<file path="src/rtl/tmds_pkg.sv">
`default_nettype none
// ============================================================================
//  Module      : tmds_pkg
//  Description : Shared TMDS definitions: control-token codes (also used by
//                the encoder side), decoder alignment FSM states and the
//                symbol token-class type.
//  Revision    : 1.0 - initial release
// ============================================================================
package tmds_pkg;

    // Control tokens as q[9:0], MSB first; index is {C1,C0}
    localparam logic [9:0] c_CTL_TOKEN_00 = 10'h354;
    localparam logic [9:0] c_CTL_TOKEN_01 = 10'h0AB;
    localparam logic [9:0] c_CTL_TOKEN_10 = 10'h154;
    localparam logic [9:0] c_CTL_TOKEN_11 = 10'h2AB;

    // Word-alignment FSM states, explicitly encoded
    typedef enum logic [1:0] {
        ST_SEARCH    = 2'd0,
        ST_SLIP_WAIT = 2'd1,
        ST_LOCKED    = 2'd2
    } tmds_state_t;

    // Class of a received symbol
    typedef enum logic {
        TOK_DATA = 1'b0,
        TOK_CTL  = 1'b1
    } tok_class_t;

endpackage
`default_nettype wire

</file>
<file path="src/rtl/tmds_symbol_decode.sv">
`default_nettype none
// ============================================================================
//  Module      : tmds_symbol_decode
//  Description : Purely combinational decode of one 10-bit TMDS symbol.
//                Classifies the symbol as control token or data and produces
//                both interpretations; the caller picks via o_is_ctl.
//  Ports       : i_symbol  [9:0]  received symbol q[9:0]
//                o_data    [7:0]  data byte (inversion + XOR/XNOR undone)
//                o_ctl     [1:0]  {C1,C0} when the symbol is a token, else 0
//                o_is_ctl         1 = symbol is one of the four tokens
//  Revision    : 1.0 - initial release
// ============================================================================
module tmds_symbol_decode
    import tmds_pkg::*;
(
    input  logic [9:0] i_symbol,
    output logic [7:0] o_data,
    output logic [1:0] o_ctl,
    output logic       o_is_ctl
);

    logic [7:0] w_d;

    // q[9] marks a DC-balance inversion of the low byte
    assign w_d = i_symbol[9] ? ~i_symbol[7:0] : i_symbol[7:0];

    // q[8] selects whether the encoder chained with XOR (1) or XNOR (0)
    always_comb begin
        o_data    = '0;
        o_data[0] = w_d[0];
        for (int i = 1; i < 8; i++) begin
            o_data[i] = i_symbol[8] ? (w_d[i] ^ w_d[i-1]) : ~(w_d[i] ^ w_d[i-1]);
        end
    end

    always_comb begin
        o_is_ctl = 1'b1;
        o_ctl    = 2'b00;
        case (i_symbol)
            c_CTL_TOKEN_00: o_ctl = 2'b00;
            c_CTL_TOKEN_01: o_ctl = 2'b01;
            c_CTL_TOKEN_10: o_ctl = 2'b10;
            c_CTL_TOKEN_11: o_ctl = 2'b11;
            default:        o_is_ctl = 1'b0;
        endcase
    end

endmodule
`default_nettype wire

</file>
<file path="src/rtl/tmds_decoder.sv">
`default_nettype none
// ============================================================================
//  Module      : tmds_decoder
//  Description : One-channel TMDS receive decoder. Two-stage pipeline
//                (decode/classify, then output register) plus a word
//                alignment FSM that requests bit slips until a run of
//                control tokens is seen, then reports lock.
//  Ports       : clk_in           pixel clock
//                rst_n_in         asynchronous active-low reset
//                symbol_in [9:0]  deserialized symbol, bit 0 first on wire
//                symbol_valid_in  symbol_in qualifier
//                data_out  [7:0]  decoded pixel byte (de_out = 1)
//                control_out [1:0] decoded {C1,C0} (de_out = 0)
//                de_out           1 = data symbol, 0 = control token
//                valid_out        output qualifier, only while locked
//                bitslip_out      1-clock slip request to the deserializer
//                locked_out       word alignment achieved
//  Revision    : 1.0 - initial release
// ============================================================================
module tmds_decoder
    import tmds_pkg::*;
#(
    parameter int LOCK_COUNT       = 8,
    parameter int SEARCH_TIMEOUT   = 2048,
    parameter int UNLOCK_TIMEOUT   = 4096,
    parameter int SLIP_WAIT_CYCLES = 4
) (
    input  logic       clk_in,
    input  logic       rst_n_in,
    input  logic [9:0] symbol_in,
    input  logic       symbol_valid_in,
    output logic [7:0] data_out,
    output logic [1:0] control_out,
    output logic       de_out,
    output logic       valid_out,
    output logic       bitslip_out,
    output logic       locked_out
);

    localparam int c_TOK_W  = $clog2(LOCK_COUNT + 1);
    localparam int c_TMO_W  = $clog2(SEARCH_TIMEOUT + 1);
    localparam int c_IDLE_W = $clog2(UNLOCK_TIMEOUT + 1);
    localparam int c_WAIT_W = $clog2(SLIP_WAIT_CYCLES + 1);

    localparam logic [c_TOK_W-1:0]  c_TOK_MAX  = c_TOK_W'(LOCK_COUNT);
    localparam logic [c_TMO_W-1:0]  c_TMO_MAX  = c_TMO_W'(SEARCH_TIMEOUT);
    localparam logic [c_IDLE_W-1:0] c_IDLE_MAX = c_IDLE_W'(UNLOCK_TIMEOUT);
    // Last value of the wait counter before leaving SLIP_WAIT
    localparam logic [c_WAIT_W-1:0] c_WAIT_END = c_WAIT_W'(SLIP_WAIT_CYCLES - 1);

    // ------------------------------------------------------------------
    // Stage-1 decode of the incoming symbol
    // ------------------------------------------------------------------
    logic [7:0] w_dec_data;
    logic [1:0] w_dec_ctl;
    logic       w_dec_is_ctl;

    tmds_symbol_decode u_symbol_decode (
        .i_symbol (symbol_in),
        .o_data   (w_dec_data),
        .o_ctl    (w_dec_ctl),
        .o_is_ctl (w_dec_is_ctl)
    );

    logic       r_s1_valid;
    logic [7:0] r_s1_data;
    logic [1:0] r_s1_ctl;
    tok_class_t r_s1_cls;

    // ------------------------------------------------------------------
    // Alignment FSM state and counters
    // ------------------------------------------------------------------
    tmds_state_t         r_state,    w_state_nxt;
    logic [c_TOK_W-1:0]  r_tok_cnt,  w_tok_nxt,  w_tok_inc;
    logic [c_TMO_W-1:0]  r_tmo_cnt,  w_tmo_nxt,  w_tmo_inc;
    logic [c_IDLE_W-1:0] r_idle_cnt, w_idle_nxt, w_idle_inc;
    logic [c_WAIT_W-1:0] r_wait_cnt, w_wait_nxt;
    logic                w_slip_nxt;
    logic                w_locked_nxt;

    // Saturating increments: counters never wrap past their thresholds
    assign w_tok_inc  = (r_tok_cnt  == c_TOK_MAX)  ? r_tok_cnt  : r_tok_cnt  + c_TOK_W'(1);
    assign w_tmo_inc  = (r_tmo_cnt  == c_TMO_MAX)  ? r_tmo_cnt  : r_tmo_cnt  + c_TMO_W'(1);
    assign w_idle_inc = (r_idle_cnt == c_IDLE_MAX) ? r_idle_cnt : r_idle_cnt + c_IDLE_W'(1);

    always_comb begin
        w_state_nxt = r_state;
        w_tok_nxt   = r_tok_cnt;
        w_tmo_nxt   = r_tmo_cnt;
        w_idle_nxt  = r_idle_cnt;
        w_wait_nxt  = r_wait_cnt;
        w_slip_nxt  = 1'b0;
        case (r_state)
            ST_SEARCH: begin
                if (r_s1_valid) begin
                    w_tok_nxt = (r_s1_cls == TOK_CTL) ? w_tok_inc : '0;
                    w_tmo_nxt = w_tmo_inc;
                    // Lock is tested first so it wins over a coincident timeout
                    if (w_tok_nxt == c_TOK_MAX) begin
                        w_state_nxt = ST_LOCKED;
                        w_tok_nxt   = '0;
                        w_tmo_nxt   = '0;
                        w_idle_nxt  = '0;
                    end else if (w_tmo_nxt == c_TMO_MAX) begin
                        w_state_nxt = ST_SLIP_WAIT;
                        w_slip_nxt  = 1'b1;
                        w_wait_nxt  = '0;
                        w_tok_nxt   = '0;
                        w_tmo_nxt   = '0;
                    end
                end
            end
            ST_SLIP_WAIT: begin
                // Counts clocks, not symbols: the deserializer is realigning
                if (r_wait_cnt == c_WAIT_END) begin
                    w_state_nxt = ST_SEARCH;
                    w_wait_nxt  = '0;
                    w_tok_nxt   = '0;
                    w_tmo_nxt   = '0;
                end else begin
                    w_wait_nxt = r_wait_cnt + c_WAIT_W'(1);
                end
            end
            ST_LOCKED: begin
                if (r_s1_valid) begin
                    w_idle_nxt = (r_s1_cls == TOK_CTL) ? '0 : w_idle_inc;
                    if (w_idle_nxt == c_IDLE_MAX) begin
                        w_state_nxt = ST_SEARCH;
                        w_tok_nxt   = '0;
                        w_tmo_nxt   = '0;
                        w_idle_nxt  = '0;
                    end
                end
            end
            default: begin
                w_state_nxt = ST_SEARCH;
                w_tok_nxt   = '0;
                w_tmo_nxt   = '0;
                w_idle_nxt  = '0;
                w_wait_nxt  = '0;
            end
        endcase
    end

    // The symbol that completes lock is itself emitted as valid, and the
    // one that drops lock is not, so gate on the post-transition lock state.
    assign w_locked_nxt = (w_state_nxt == ST_LOCKED);

    // ------------------------------------------------------------------
    // Registers
    // ------------------------------------------------------------------
    logic [7:0] r_data;
    logic [1:0] r_ctl;
    logic       r_de;
    logic       r_valid;
    logic       r_bitslip;
    logic       r_locked;

    always_ff @(posedge clk_in or negedge rst_n_in) begin
        if (!rst_n_in) begin
            r_s1_valid <= 1'b0;
            r_s1_data  <= '0;
            r_s1_ctl   <= '0;
            r_s1_cls   <= TOK_DATA;
            r_state    <= ST_SEARCH;
            r_tok_cnt  <= '0;
            r_tmo_cnt  <= '0;
            r_idle_cnt <= '0;
            r_wait_cnt <= '0;
            r_data     <= '0;
            r_ctl      <= '0;
            r_de       <= 1'b0;
            r_valid    <= 1'b0;
            r_bitslip  <= 1'b0;
            r_locked   <= 1'b0;
        end else begin
            // Stage 1
            r_s1_valid <= symbol_valid_in;
            r_s1_data  <= w_dec_data;
            r_s1_ctl   <= w_dec_ctl;
            r_s1_cls   <= w_dec_is_ctl ? TOK_CTL : TOK_DATA;

            // FSM
            r_state    <= w_state_nxt;
            r_tok_cnt  <= w_tok_nxt;
            r_tmo_cnt  <= w_tmo_nxt;
            r_idle_cnt <= w_idle_nxt;
            r_wait_cnt <= w_wait_nxt;
            r_bitslip  <= w_slip_nxt;
            r_locked   <= w_locked_nxt;

            // Stage 2: fields keep updating while unlocked for debug visibility;
            // each symbol class only overwrites its own field.
            r_valid <= r_s1_valid & w_locked_nxt;
            if (r_s1_valid) begin
                r_de <= (r_s1_cls == TOK_DATA);
                if (r_s1_cls == TOK_DATA) begin
                    r_data <= r_s1_data;
                end else begin
                    r_ctl <= r_s1_ctl;
                end
            end
        end
    end

    assign data_out    = r_data;
    assign control_out = r_ctl;
    assign de_out      = r_de;
    assign valid_out   = r_valid;
    assign bitslip_out = r_bitslip;
    assign locked_out  = r_locked;

endmodule
`default_nettype wire
</file>
<file path="config.mk">
export PLATFORM = sky130hd
export DESIGN_NAME = tmds_decoder
export DESIGN_NICKNAME = d
export VERILOG_FILES = /design/src/rtl/tmds_pkg.sv /design/src/rtl/tmds_symbol_decode.sv /design/src/rtl/tmds_decoder.sv
export SDC_FILE = /design/constraint.sdc
export NUM_CORES = 1
export LEC_CHECK = 0
export ABC_CLOCK_PERIOD_IN_PS = 3200
export CORE_MARGIN = 4
export CORE_UTILIZATION = 46
export CTS_CLUSTER_DIAMETER = 40
export DETAILED_ROUTE_END_ITERATION = 8
export PLACE_DENSITY_LB_ADDON = 0.12
export SYNTH_ARGS = -nofsm -noshare
export SYNTH_HDL_FRONTEND = slang
export SYNTH_SLANG_ARGS = --single-unit
</file>
<file path="constraint.sdc">
create_clock -name clk_in -period 3.2 [get_ports clk_in]
set_clock_uncertainty 0.1 [all_clocks]
set_input_delay 0.8 -clock clk_in [delete_from_list [all_inputs] [get_ports clk_in]]
set_output_delay 0.8 -clock clk_in [all_outputs]
set_load 0.03 [all_outputs]
</file>
* Word-level counts from Yosys, hierarchy flattened *
Cells that the tools add are included.

storage, ports and cells
  flip-flop bits (word level) = 60
  bits of input ports = 13
  output and inout bits = 14
  word-level logic and storage cells = 117

operators by class
  add/sub/neg operators = 4
  equality and inequality tests = 21
  mux-type cells = 51
  bitwise gates (word level) = 19
  reductions and logical operators = 7

operators by type and width
  cell                                                                     number
  12-bit 2-to-1 mux                                                        7
  13-bit 2-to-1 mux                                                        6
  13-bit one-hot mux with 3 select lines                                   1
  12-bit one-hot mux with 3 select lines                                   1
  4-bit 2-to-1 mux                                                         8
  13-bit equality test (second input constant)                             2
  12-bit equality test (second input constant)                             2
  10-bit equality test (second input constant)                             2
  2-bit inequality test (second input constant)                            7
  13-bit by 1-bit adder with 13-bit output (second input constant)         1
  1-bit 2-to-1 mux                                                         13
  12-bit by 1-bit adder with 12-bit output (second input constant)         1
  2-bit 2-to-1 mux                                                         6
  3-bit 2-to-1 mux                                                         4
  2-bit one-hot mux with 3 select lines                                    2
  4-bit one-hot mux with 3 select lines                                    1
  4-bit AND reduction                                                      3
  10-bit by 8-bit equality test with 1-bit output (second input constant)  1
  10-bit by 9-bit equality test with 1-bit output (second input constant)  1
  1-bit inverter                                                           10
  3-bit one-hot mux with 3 select lines                                    1
  4-bit equality test (second input constant)                              2
  8-bit 2-to-1 mux                                                         1
  8-bit inverter                                                           1
  other kinds (10)                                                         18

* Depth between registers and ports, before layout *
Gate-level depths: netlist of run 1.

  depth in word-level cells = 9
  depth in mapped cells = 10
  gate-level depth less buffers = 9

* Modules after synthesis *
From an unflattened synthesis of run 1, not the netlist that was laid out.

second synthesis, totals
  cells, all modules = 377
  area, all modules = 3585.9 sq um

modules (own cells, without submodules)
  module              times used  cells an instance  area each (sq um)
  tmds_decoder        1           352                3369.5
  tmds_symbol_decode  1           25                 216.5

* Worst setup path before layout of run 1 *
Ideal clock, no wire load.

  kind = register to register
  start point = register r_tmo_cnt[7]
  end point = register r_wait_cnt[0]
  setup time = 0.125 ns
  data arrival time = 2.823 ns
  data required time = 2.975 ns
  path slack = 0.152 ns
  stages on the path, launching flop included = 10
  clock period less this slack = 3.048 ns
  path through = dfrtp_1 > buf_6 > or3_1 > or4_1 > buf_2 > mux2i_1 > or4b_4 > a2111oi_4 > nor2_1 > mux2_2

on the way
  word-level cells in the longest chain between the ends = 5
  elaborated cells between the ends (all ways) = 6
  those cells by class = add/sub: 1; eq/ne: 3; mux: 1; reduce/logical: 1

ends and longest elaborated chain
  item                                                                              line                 text
  start, declared                                                                   tmds_decoder.sv:75   logic [c_TMO_W-1:0] r_tmo_cnt, w_tmo_nxt, w_tmo_inc;
  start signal, assigned                                                            tmds_decoder.sv:186  r_tmo_cnt <= w_tmo_nxt;
  12-bit by 1-bit adder with 12-bit output or 12-bit equality test (tied branches)  tmds_decoder.sv:83   assign w_tmo_inc = (r_tmo_cnt == c_TMO_MAX) ? r_tmo_cnt : r_tmo_cnt + c_TMO_W'(1);
  12-bit 2-to-1 mux (*)                                                             tmds_decoder.sv:83
  12-bit equality test (*)                                                          tmds_decoder.sv:104  end else if (w_tmo_nxt == c_TMO_MAX) begin
  2-bit inequality test (no line) (*)                                               n/a
  4-bit AND reduction (no line) (*)                                                 n/a
  end signal, assigned                                                              tmds_decoder.sv:188  r_wait_cnt <= w_wait_nxt;
  end, declared                                                                     tmds_decoder.sv:77   logic [c_WAIT_W-1:0] r_wait_cnt, w_wait_nxt;

Every way passes the cells marked *; elsewhere a longest branch is shown, timed or not.
A chain may end at the register's enable or synchronous reset.

* Worst setup path in the final report of run 1 *
  start point = register r_tmo_cnt[3]
  end point = register r_wait_cnt[0]

The elaborated chain is that of the path after synthesis.

==> reports/results.txt, run 1 <==
Area growth syn-to-layout - 17.5%
top cells by area, synth - dfrtp_1 (43%), mux2_2 (3.5%), nand3_1 (3.0%)
P per Cell Area - 494 nW/um2
DIE HEIGHT - 95.5 um
Vias - 2,854
Worst-path clk slew - 80 ps
Rel. slew slack - 50.5%
peak supply drop - 0.340 mV
warnings from Yosys - 0
Max Cap Viol - 0
Fmax - 327 MHz
max incr delay on CP - 580 ps
RR Endpoint - r_wait_cnt[0]
Worst-Skew Late Latency - 350 ps
number of flops mapped to enable cells by yosys - 0
library cells used by synthesis - 66
dominant synthesized flop cell - dfrtp_1
reg2reg start - r_tmo_cnt[3]
Post-CTS Hold Buffers - 0
Setup Crit Path Kind - reg2reg
vias in the first global route - 2,723
number of diodes - 0
DRC - 0
crit-path max FO - 3
drt wl/cell - 15.9 um
Static Leak - 1.83 nW
Slew Viols, Final - 0
Reg power frac - 42.7%
Tot Pwr - 2.05 mW
CTS tree - done
worst hold path type - reg2reg
outcome - completed
CTS buffer count - 9
Longest Clk Path Bufs - 2
gr usage total - 18.4%
CP Depth - 7
Async SR Flop Fraction - 100%
first-pass GRT wire length - 13,100 um
Antenna Nets Post-Route - 0
R2R setup slack - 140 ps
Clk pwr share - 37.6%
largest net degree at the start of global routing - 61
initial core utilization - 48.1%
most numerous cell in the Yosys netlist - dfrtp_1
WP data arrival - 3180 ps
row count - 31
beginning of the critical path - r_tmo_cnt[3]
RSZ-0062 raised after global routing - false
number of antenna violations at the first check in global routing - 0
NetSw - 596 uW
flop and latch count out of synthesis - 60
min cycle time layout - 3060 ps
drt total wl - 7870 um
drt first pass iters - 4
internal cell power - 1.45 mW
Die X - 95.5 um
Syn Area/Cell - 9.79 um2
post-layout net count - 410
IO Port Bufs - 26
# IOs - 27
worst-path cell chain - or3_1 > or4_4 > mux2i_1 > or4b_4 > a2111oi_4 > nor2_1 > mux2_2
Crit path buffers/inverters - 0
worst-margin pin slew - 742 ps
Sw Ratio - 29.1%
H-tree Lvls - 3
Fin. Hold Viols - 0
Worst path slowest cell - or4b_4
final cycle utilization of the critical path - 95.5%
Combinational Power Share - 19.7%
vias per cell - 5.78
Synth top cells by count - dfrtp_1 (60), nor2_1 (22), nand3_1 (21)
Core ar. - 7330 um2
global route overflow - 0
top-area cell type share of the netlist area - 42.6%
share of layout cells above drive strength 1 - 14.9%
Setup TNS - 0 ps
initial DRC count - 165
Sink Count - 60
Mapped Cells - 360
Setup crit end kind - flip-flop
setup violators final - 0
hpwl dp - 5520 um
CP Capture Point - r_wait_cnt[0]
Syn Std Cell Area - 3520 um2
R2R depth - 7
WP data required - 3330 ps
Synth area leader - dfrtp_1
die area - 9120 um2
register area share after synthesis - 42.6%
CP delay by family, top - simple AND/OR/NAND/NOR gates
Worst setup SP type - flip-flop
Mapped Nets - 380
Final Wtd Congestion - 0.913
Root Buffer - clkbuf_8
## power by group through the flow
stage / sequential [mW] / combinational [mW] / clock [mW]
CTS: 0.876 / 0.387 / 0.788
floorplan: 0.911 / 0.223 / 0
finish: 0.874 / 0.403 / 0.768
global route: 0.885 / 0.438 / 0.831
global placement: 0.887 / 0.382 / 0
detailed placement: 0.890 / 0.384 / 0
## what timing repair did
| action | CTS | global route |
|---|---|---|
| gates resized for setup | 0 | 3 |
| endpoints found under the setup margin | 0 | 5 |
| setup buffers | 0 | 1 |
## registers in the layout, indices dropped and copies added, names as in the netlist
| name | flops |
|---|---|
| r_idle_cnt | 13 |
| r_tmo_cnt | 12 |
| data_out | 8 |
| r_s1_data | 8 |
| r_tok_cnt | 4 |
| r_wait_cnt | 3 |
| control_out | 2 |
| r_s1_ctl | 2 |
| r_state | 2 |
| bitslip_out | 1 |
| de_out | 1 |
| locked_out | 1 |
| r_s1_cls | 1 |
| r_s1_valid | 1 |
| valid_out | 1 |
## area by class of cell
cell class | count | area, um2
fill | 633 | 3190
multi-input combinational | 260 | 1850
sequential | 60 | 1500
timing repair buffer | 42 | 375
clock buffer | 9 | 124
tap | 99 | 124
clock inverter | 7 | 100
inverter | 17 | 63.8
## cell usage in the layout (no fill, tap or decap), drive strengths merged, types with 6 or more instances in the layout
cell type and instances:
nand2b 8, inv 18, nand3 22, clkbuf 9
buf 17, o21ai 16, xnor2 11, mux2 11
nand2 18, nand4 11, xor2 11, o211ai 6
a21oi 8, dfrtp 60, and3 9, ha 7
nor3 12, clkdlybuf4s50 25, a31oi 11, nor2 22
## worst reg2reg max path, delay by kind of cell (launching register included)
kind | cells | cell delay (ps)
flip-flops | 1 | 430
multiplexers | 2 | 420
AO/OA/AOI/OAI | 1 | 330
AND/OR/NAND/NOR | 4 | 1650
## logic make-up (layout without fill, tap and decap cells)
| logic type | Yosys count | in the layout | share of synthesized area [%] |
|---|---|---|---|
| compound gates | 83 | 83 | 18.0 |
| xor+xnor | 22 | 22 | 5.47 |
| mux | 16 | 16 | 4.94 |
| buf+inv | 40 | 75 | 5.04 |
| simple gates | 132 | 132 | 21.4 |
| flops | 60 | 60 | 42.6 |
| fa+ha+maj | 7 | 7 | 2.49 |
## layer usage
layer	global-route usage, %	up-vias	routed length, um
li1	-	1392	-
met2	28.4	76	3590
met4	6.64	0	87
met3	5.05	9	495
met1	24.8	1377	3700
met5	0	-	0
## how the worst min path moves through the flow
stage	startpoint	to	cells past startpoint
after floorplan	r_s1_data[0]	data_out[0]	1
after global placement	r_s1_data[2]	data_out[2]	1
after detailed placement	r_s1_data[0]	data_out[0]	1
after CTS	r_s1_ctl[0]	control_out[0]	1
after global routing	r_s1_data[6]	data_out[6]	1
final	r_s1_data[2]	data_out[2]	1
## metrics by stage
step           setup slack [ps]  instance area [um2]  utilization, %  instances  hold slack [ps]
2_1_floorplan               152                 3520               -        360              354
3_3_place_gp                174                 3900            53.2        477              357
3_5_place_dp                101                 3900            53.2        477              361
4_1_cts                    68.5                 4130            56.3        493              381
5_1_grt                    30.1                 4140            56.5        494              398
6_report                    143                 4140            56.5        494              377
Power figures use the tool's default switching activity.
==> run 2, diff against run 1 <==
--- a/config.mk
+++ b/config.mk
@@ -11,6 +11,7 @@
 export CTS_CLUSTER_DIAMETER = 40
 export DETAILED_ROUTE_END_ITERATION = 8
 export PLACE_DENSITY_LB_ADDON = 0.12
+export SLEW_MARGIN = 30
 export SYNTH_ARGS = -nofsm -noshare
 export SYNTH_HDL_FRONTEND = slang
 export SYNTH_SLANG_ARGS = --single-unit
==> results of run 2 <==
Final layout, timing and power as in run 1 (identical DEF).
